===== config.mk =====
export PLATFORM = sky130hd
export DESIGN_NAME = ex_muldiv_unit
export DESIGN_NICKNAME = d
export VERILOG_FILES = /design/src/rtl/rv32im_pkg.sv /design/src/rtl/muldiv_div_core.sv /design/src/rtl/ex_muldiv_unit.sv
export SDC_FILE = /design/constraint.sdc
export NUM_CORES = 2
export LEC_CHECK = 0
export BUFFER_PORTS_ARGS = -buffer_cell sky130_fd_sc_hd__buf_4
export CAP_MARGIN = 10
export CORE_UTILIZATION = 67
export DETAILED_ROUTE_END_ITERATION = 12
export PLACE_DENSITY = 0.84
export SLEW_MARGIN = 20
export SYNTH_ARGS = -nofsm -noshare
export SYNTH_HDL_FRONTEND = slang
export SYNTH_SLANG_ARGS = --single-unit

===== constraint.sdc =====
create_clock -name CLK -period 10.2 [get_ports CLK]
set_input_delay 1.02 -clock CLK [delete_from_list [all_inputs] [get_ports CLK]]
set_output_delay 1.02 -clock CLK [all_outputs]
set_load 0.005 [all_outputs]

===== src/rtl/rv32im_pkg.sv =====
// Shared RV32M definitions for the EX-stage mul/div unit:
// FUNC3 op codes, FSM state encoding and default datapath width.
package rv32im_pkg;

  localparam int XLEN_DEF = 32;

  localparam logic [2:0] F3_MUL    = 3'b000;
  localparam logic [2:0] F3_MULH   = 3'b001;
  localparam logic [2:0] F3_MULHSU = 3'b010;
  localparam logic [2:0] F3_MULHU  = 3'b011;
  localparam logic [2:0] F3_DIV    = 3'b100;
  localparam logic [2:0] F3_DIVU   = 3'b101;
  localparam logic [2:0] F3_REM    = 3'b110;
  localparam logic [2:0] F3_REMU   = 3'b111;

  typedef enum logic [1:0] {
    ST_IDLE = 2'd0,
    ST_MUL  = 2'd1,
    ST_DIV  = 2'd2,
    ST_DONE = 2'd3
  } md_state_e;

endpackage


===== src/rtl/muldiv_div_core.sv =====
// Iterative radix-2 restoring divider on unsigned magnitudes.
// Ports: CLK/RESET, load (dividend/divisor), step, quo_nxt/rem_nxt (post-step), last.
module muldiv_div_core
  import rv32im_pkg::*;
#(
  parameter int XLEN = XLEN_DEF
) (
  input  logic            CLK,
  input  logic            RESET,
  input  logic            load,
  input  logic            step,
  input  logic [XLEN-1:0] dividend,
  input  logic [XLEN-1:0] divisor,
  output logic [XLEN-1:0] quo_nxt,
  output logic [XLEN-1:0] rem_nxt,
  output logic            last
);

  localparam int CW = $clog2(XLEN);

  logic [XLEN-1:0] rem_q;
  logic [XLEN-1:0] quo_q;
  logic [XLEN-1:0] dsr_q;
  logic [CW-1:0]   cnt_q;
  logic [XLEN:0]   trial;
  logic            fit;

  // quo_q doubles as the dividend shift register: its MSB feeds the
  // partial remainder and quotient bits enter at the LSB.
  always_comb begin
    trial   = {rem_q, quo_q[XLEN-1]};
    fit     = (trial >= {1'b0, dsr_q});
    rem_nxt = fit ? XLEN'(trial - {1'b0, dsr_q}) : trial[XLEN-1:0];
    quo_nxt = {quo_q[XLEN-2:0], fit};
  end

  assign last = (cnt_q == '0);

  always_ff @(posedge CLK or posedge RESET) begin
    if (RESET) begin
      rem_q <= '0;
      quo_q <= '0;
      dsr_q <= '0;
      cnt_q <= '0;
    end else if (load) begin
      rem_q <= '0;
      quo_q <= dividend;
      dsr_q <= divisor;
      cnt_q <= CW'(XLEN - 1);
    end else if (step) begin
      rem_q <= rem_nxt;
      quo_q <= quo_nxt;
      cnt_q <= cnt_q - 1'b1;
    end
  end

endmodule


===== src/rtl/ex_muldiv_unit.sv =====
// RV32M multiply/divide engine for EX; BUSY stalls IF/ID and ID/EX.
// Ports: CLK, RESET, FLUSH, HOLD, START, FUNC3, OP1, OP2 -> BUSY, DONE, RESULT.
module ex_muldiv_unit
  import rv32im_pkg::*;
#(
  parameter int XLEN        = XLEN_DEF,
  parameter int MUL_LATENCY = 1
) (
  input  logic            CLK,
  input  logic            RESET,
  input  logic            FLUSH,
  input  logic            HOLD,
  input  logic            START,
  input  logic [2:0]      FUNC3,
  input  logic [XLEN-1:0] OP1,
  input  logic [XLEN-1:0] OP2,
  output logic            BUSY,
  output logic            DONE,
  output logic [XLEN-1:0] RESULT
);

  localparam int MCW = (MUL_LATENCY > 1) ? $clog2(MUL_LATENCY) : 1;
  localparam logic [XLEN-1:0] SMIN = {1'b1, {(XLEN-1){1'b0}}};

  md_state_e       state_q, state_d;
  logic [2:0]      f3_q;
  logic [XLEN-1:0] a_q, b_q;
  logic [MCW-1:0]  mcnt_q;

  logic            busy, accept, div_load, div_step;
  logic            res_ld;
  logic [XLEN-1:0] res_d;

  logic            in_sgn, in_zero, in_ovf;
  logic [XLEN-1:0] mag_a, mag_b, spec_res;

  logic            a_sx, b_sx, a_neg, b_neg;
  logic [2*XLEN-1:0] a_ext, b_ext, prod;
  logic [XLEN-1:0] mul_res, div_res;
  logic [XLEN-1:0] quo_nxt, rem_nxt;
  logic            div_last;

  // Decode of the incoming op, used only on the accept edge.
  always_comb begin
    in_sgn   = !FUNC3[0];
    in_zero  = (OP2 == '0);
    in_ovf   = in_sgn && (OP1 == SMIN) && (&OP2);
    mag_a    = (in_sgn && OP1[XLEN-1]) ? -OP1 : OP1;
    mag_b    = (in_sgn && OP2[XLEN-1]) ? -OP2 : OP2;
    spec_res = '0;
    unique case (1'b1)
      in_zero: spec_res = FUNC3[1] ? OP1 : '1;
      in_ovf:  spec_res = FUNC3[1] ? '0 : SMIN;
      default: spec_res = '0;
    endcase
  end

  // Multiply and sign fix-up work from the latched operands.
  always_comb begin
    a_sx    = (f3_q == F3_MULH) || (f3_q == F3_MULHSU);
    b_sx    = (f3_q == F3_MULH);
    a_ext   = {{XLEN{a_sx & a_q[XLEN-1]}}, a_q};
    b_ext   = {{XLEN{b_sx & b_q[XLEN-1]}}, b_q};
    prod    = a_ext * b_ext;
    mul_res = (f3_q == F3_MUL) ? prod[XLEN-1:0]
                               : prod[2*XLEN-1:XLEN];
    a_neg   = !f3_q[0] && a_q[XLEN-1];
    b_neg   = !f3_q[0] && b_q[XLEN-1];
    if (f3_q[1])
      div_res = a_neg ? -rem_nxt : rem_nxt;
    else
      div_res = (a_neg ^ b_neg) ? -quo_nxt : quo_nxt;
  end

  muldiv_div_core #(
    .XLEN (XLEN)
  ) u_div (
    .CLK      (CLK),
    .RESET    (RESET),
    .load     (div_load),
    .step     (div_step),
    .dividend (mag_a),
    .divisor  (mag_b),
    .quo_nxt  (quo_nxt),
    .rem_nxt  (rem_nxt),
    .last     (div_last)
  );

  always_comb begin
    state_d  = state_q;
    busy     = 1'b0;
    accept   = 1'b0;
    div_load = 1'b0;
    div_step = 1'b0;
    res_ld   = 1'b0;
    res_d    = RESULT;
    unique case (state_q)
      ST_IDLE: begin
        if (START && !FLUSH) begin
          busy = 1'b1;
          // A frozen pipeline defers acceptance until HOLD drops.
          if (!HOLD) begin
            accept = 1'b1;
            if (!FUNC3[2]) begin
              state_d = ST_MUL;
            end else if (in_zero || in_ovf) begin
              state_d = ST_DONE;
              res_ld  = 1'b1;
              res_d   = spec_res;
            end else begin
              state_d  = ST_DIV;
              div_load = 1'b1;
            end
          end
        end
      end
      ST_MUL: begin
        busy = 1'b1;
        if (FLUSH) begin
          state_d = ST_IDLE;
        end else if (mcnt_q == '0) begin
          state_d = ST_DONE;
          res_ld  = 1'b1;
          res_d   = mul_res;
        end
      end
      ST_DIV: begin
        busy = 1'b1;
        if (FLUSH) begin
          state_d = ST_IDLE;
        end else begin
          div_step = 1'b1;
          if (div_last) begin
            state_d = ST_DONE;
            res_ld  = 1'b1;
            res_d   = div_res;
          end
        end
      end
      ST_DONE: begin
        if (FLUSH || !HOLD) state_d = ST_IDLE;
      end
      default: state_d = ST_IDLE;
    endcase
  end

  assign BUSY = busy && !RESET;
  assign DONE = (state_q == ST_DONE);

  always_ff @(posedge CLK or posedge RESET) begin
    if (RESET) begin
      state_q <= ST_IDLE;
      f3_q    <= '0;
      a_q     <= '0;
      b_q     <= '0;
      mcnt_q  <= '0;
      RESULT  <= '0;
    end else begin
      state_q <= state_d;
      if (accept) begin
        f3_q   <= FUNC3;
        a_q    <= OP1;
        b_q    <= OP2;
        mcnt_q <= MCW'(MUL_LATENCY - 1);
      end else if (state_q == ST_MUL && mcnt_q != '0) begin
        mcnt_q <= mcnt_q - 1'b1;
      end
      if (res_ld) RESULT <= res_d;
    end
  end

endmodule


After elaboration in Yosys (flattened, before gate mapping). Cells that the tools add are included.

Add/subtract/negate cells: 7. Multiply operators: 1. Order comparisons: 1. Equality and inequality tests: 17. Multiplexer cells: 58. Bitwise operators: 3. Reduce and logical (&&, ||, !) cells: 28.

Operator list (count): $mux W32 (21); $neg A32 Y32 (4); $pmux W32 S3 (1); $mul A33 B33 Y64 (1); $pmux W32 S2 (1); $ge A33 B32 Y1 (1); $eq A32 B32 Y1 const B (1); $logic_not A32 Y1 (1); $reduce_and A32 Y1 (1); $sub A32 B32 Y32 (1); $mux W1 (22); $mux W2 (8); $ne A2 B2 Y1 const B (8); $mux W5 (2); $reduce_and A10 Y1 (1); $logic_and A1 B1 Y1 (9); $pmux W2 S4 (1); $ne A3 B3 Y1 const B (2); $logic_not A1 Y1 (5); $logic_not A5 Y1 (1); $reduce_and A5 Y1 (1); $sub A5 B1 Y5 const B (1); $eq A2 B2 Y1 const B (2); $reduce_bool A2 Y1 (2); other kinds (14) (17).

Bits in registers: 203. Bits of input ports: 72. Output and inout port bits: 34. Logic and storage cells: 125.

Longest topological paths before layout.
Depth in word-level cells: 10. Mapped depth: 33. Mapped depth without buffers: 30.

Hierarchy. A second synthesis with hierarchy kept.

Cell total of the unflattened synthesis: 6101. Area, all modules: 53470.0 um^2.

Modules (own cells, without submodules): ex_muldiv_unit (times used 1, cells each 5255, area an instance 46325.7 um^2, seq. area each 2552.4 um^2); muldiv_div_core (times used 1, cells each 846, area an instance 7144.4 um^2, seq. area each 2527.4 um^2).

Least setup slack after synthesis. OpenSTA, ideal clock, no wires.

Path type: register to register. Start: register f3_q[0]. End: register RESULT[31]. Setup time: 0.134 ns. Arrival time: 8.428 ns. Data required time: 10.066 ns. Path slack: 1.638 ns. Stages on the path, launching flop included: 30. Buffers on the path: 2. Clock period less this slack: 8.562 ns. Path through: dfrtp_1 clkbuf_1 xnor2_1 nor3b_1 clkbuf_1 nand2_1 fa_1 fa_1 inv_1 fa_1 inv_1 fa_1 inv_1 fa_1 fa_1 fa_1 inv_1 fa_1 inv_1 ha_1 a21oi_1 nor2b_1 o21ai_0 nand2b_1 or3b_2 o221ai_1 nor3_1 o21a_1 o31ai_1 nand3_1.

Longest elaborated chain between the ends: 8. Elaborated cells on any way between the ends: 20. Classes of those cells: mul: 1; eq/ne: 2; mux: 9; bitwise: 3; reduce/logical: 5.

RTL lines: from (decl) (RTL line ex_muldiv_unit.sv:26) `logic [2:0] f3_q;`; from (signal assigned) (RTL line ex_muldiv_unit.sv:153) `f3_q <= '0;`; from (signal assigned) (RTL line ex_muldiv_unit.sv:161) `f3_q <= FUNC3;`; $eq A3 B1 Y1, or another cell as far along (RTL line ex_muldiv_unit.sv:60, ex_muldiv_unit.sv:61); $logic_or A1 B1 Y1, or another cell as far along (RTL line ex_muldiv_unit.sv:60) `a_sx = (f3_q == F3_MULH) || (f3_q == F3_MULHSU);`; $and A1 B1 Y1 / $xor A1 B1 Y1 (equally long branches) (RTL line ex_muldiv_unit.sv:62, ex_muldiv_unit.sv:72); $mul A33 B33 Y64 / $mux W32 (equally long branches) (RTL line ex_muldiv_unit.sv:64, ex_muldiv_unit.sv:72); $mux W32 (on tied branches) (RTL line ex_muldiv_unit.sv:65, ex_muldiv_unit.sv:69); $mux W32 (on tied branches) (RTL line ex_muldiv_unit.sv:121, ex_muldiv_unit.sv:133); $mux W32 (on tied branches) (RTL line ex_muldiv_unit.sv:119, ex_muldiv_unit.sv:129); $pmux W32 S3 (*) (RTL line ex_muldiv_unit.sv:97) `unique case (state_q)`; to (signal assigned) (RTL line ex_muldiv_unit.sv:168) `if (res_ld) RESULT <= res_d;`; to (decl) (RTL line ex_muldiv_unit.sv:19) `output logic [XLEN-1:0] RESULT`.

Mark *: on every way between the ends. The rest lies on a longest branch, timed or not. The select of a mux whose other input is x is not followed. A chain may end at the register's enable or synchronous reset.

Worst setup path in the final report.
Start: register a_q[11]. End: register RESULT[24].

Longest elaborated chain between the ends: 5.

RTL lines: from (decl) (RTL line ex_muldiv_unit.sv:27) `logic [XLEN-1:0] a_q, b_q;`; from (signal assigned) (RTL line ex_muldiv_unit.sv:154) `a_q <= '0;`; from (signal assigned) (RTL line ex_muldiv_unit.sv:162) `a_q <= OP1;`; $mul A33 B33 Y64 (RTL line ex_muldiv_unit.sv:64) `prod = a_ext * b_ext;`; $mux W32 (RTL line ex_muldiv_unit.sv:65) `mul_res = (f3_q == F3_MUL) ? prod[XLEN-1:0]`; $mux W32 (RTL line ex_muldiv_unit.sv:121) `end else if (mcnt_q == '0) begin`; $mux W32 (RTL line ex_muldiv_unit.sv:119) `if (FLUSH) begin`; $pmux W32 S3 (RTL line ex_muldiv_unit.sv:97).

Every way passes these cells. The select of a mux whose other input is x is not followed.

==> impl_metrics.ini <==
[clock_network]
cts.sink_count = 203
htree_levels = 1
cts_tree = done
cts_buffer_depth = 3
clk_latency_ps = 550
ctsResizeCount = 0
cts_hold_buffers = 0
clockRootBuffer = clkbuf_16
clk_pin_slew_ps = 60
cts_inserted_buffers = 24
cts_setup_buffers = 0

[yosys]
ys_seq_elements = 203
synth-simple-area-share_pct = 16.4
synth_edf_count = 0
syn_inst = 6045
synthMuxAreaShare_pct = 2.09
synthAdderAreaFrac_pct = 48.7
synth_compound_area_share_pct = 8.64
synthFlopType = dfrtp_1
yosysMostFrequentCell = inv_1
yosysTopAreaCellShare_pct = 42.7
synthXorXnorAreaFrac_pct = 3.18
synth_area_per_cell_um2 = 8.73
yosysTopAreaCell = fa_1
synth_top_family_by_area = adder cells
yosys_warnings = 0
netlist_area_um2 = 52800
yosys-top-cells-count = inv_1 (1244), fa_1 (1126), nand2_1 (975)
ys_seq_area_share_pct = 9.62
synthesis.nets = 7498
synthTopCellsByArea = fa_1 (43%), dfrtp_1 (9.6%), inv_1 (8.8%)
synth_cell_type_count = 87
async_flop_share_pct = 100

[placed_design]
io_buffers = 105
gp_congestion = 1.05
dp.final_hpwl_mm = 130

[critical_path]
r2r_cells = 25
crit_buf_inv = 5
worst-path-stages = 25
cp_top_family = adder cells
path_max_fanout = 20
criticalPathCategory = reg2reg
crit_slowest_cell = dfrtp_1
crit_arrival_ps = 9970
cp-startpoint = a_q[11]
critPathLaunchType = flop
timing.critical_path.mode_cell = fa_1
max_stage_delay_ps = 1030
r2r_end = RESULT[24]
required_ps = 10640
reg2reg_slack_ps = 660
r2r-start = a_q[11]
endpoint_kind = flop
endpoint = RESULT[24]

[global_routing]
grt_first_pass_wirelength_mm = 255
grt_antenna_before_repair = 16
grt_start_max_net_pins = 135
grt.overflow.total = 0
grt_pass1_vias = 46253
grt_use_total_pct = 42.2

[timing]
setup_viol = 0
period_needed_ps = 9540
min_period_over_period_pct = 93.5
relSlewSlack_pct = 19.0
skew_ps = 15.0
hold_violations = 0
grt_setup_unrepaired = no
drv_slew = 0
setup_tns_ps = 0
tightest_slew_ps = 1220
fmax_mhz = 105

[layout]
drive_gt1_share_pct = 6.49
fillers = 5806
nets = 7411
area_growth_pct = 4.94

[detailed_routing]
wl_mm = 161
drt_iter0_markers = 4981
first_pass_iters = 9
viasPerCell = 6.25
ant_nets = 0
drc = 0
wl_per_cell_um = 23.0
via_count = 43875

[floorplan]
core_area_um2 = 77700
dieHeight_um = 283
dieArea_um2 = 79900
die_x_um = 283
pin_count = 106
initial_core_util_pct = 67.9
rows = 102

[min_path]
hp-class = reg2reg

[status]
status = completed

[job]
max_cap_violations = 0
[cells in the final DEF (no fill, tap or decap), types with 26 or more instances in the layout]
cell         n
o21ai_0    158
inv_1     1243
xor2_1      82
and3_1      26
fa_1      1125
mux2_2      68
a21oi_1    198
buf_4      230
ha_1       255
mux2i_1     34
a31oi_1     60
or3_1       30
a211oi_1    43
nand3_1     43
nor2_1     233
nor3_1      57
a21o_1      31
nor4_1      28
dfrtp_1    201
nand4_1     34
xnor2_1    110
nand2_1    974
and2_1     325
o31ai_1     28
[cell type report]
cell class	count	area [um2]	share of cell area [%]
tap	1040	1300	2.35
antenna	10	25.0	0.0452
clock buffer	37	721	1.30
sequential	203	5080	9.17
clock inverter	6	58.8	0.106
inverter	1245	4680	8.45
multi-input combinational	4253	41800	75.4
timing repair buffer	231	1750	3.17
[kinds of logic after synthesis]
family	Yosys count
buf+inv	1589
flops	203
simple gates	1870
xor+xnor	192
fa+ha+maj	1381
compound gates	708
mux	102
[metrics by stage]
step	cell area [um2]	utilization, %	setup WS (ps)	std cells	hold WS (ps)
after floorplan	52800	-	1640	6045	450
after global routing	55400	71.3	345	7022	518
after global placement	54600	70.2	1060	6971	468
final	55400	71.3	662	7025	504
after detailed placement	54600	70.2	796	6971	487
after CTS	55300	71.2	803	7014	501
[per-layer routing]
layer	part of all wire, %	up-vias	wire length, um	GRT usage (%)
li1	-	18287	-	-
met1	35	22091	56800	53.3
met2	45	2770	73300	65.1
met3	12	723	18900	10.4
met4	7.6	4	12200	27.3
met5	0.018	-	29	0
[how the worst min path moves through the flow]
stage / start / endpoint / slack, ps / cells past startpoint
after floorplan: u_div.dsr_q[19] / u_div.dsr_q[19] / 450 / 2
after global placement: u_div.dsr_q[19] / u_div.dsr_q[19] / 470 / 2
after detailed placement: u_div.dsr_q[19] / u_div.dsr_q[19] / 490 / 2
after CTS: u_div.dsr_q[19] / u_div.dsr_q[19] / 500 / 2
after global routing: u_div.dsr_q[19] / u_div.dsr_q[19] / 520 / 2
final: u_div.dsr_q[19] / u_div.dsr_q[19] / 500 / 2
[state kept, by name (all words and copies together) (netlist names)]
name / flops
u_div.cnt_q: 5
u_div.quo_q: 32
RESULT: 32
a_q: 32
u_div.rem_q: 32
mcnt_q: 1
f3_q: 3
u_div.dsr_q: 32
b_q: 32
state_q: 2
[worst min-delay path: cells and delay by family (launching register included)]
kind / cells / cell delay (ps)
AND/OR/NAND/NOR: 1 / 50
AO/OA/AOI/OAI: 1 / 60
flip-flops: 1 / 350
Power is not shown: default switching activity piles up to over one toggle a cycle in this logic, so the estimate is an artifact.
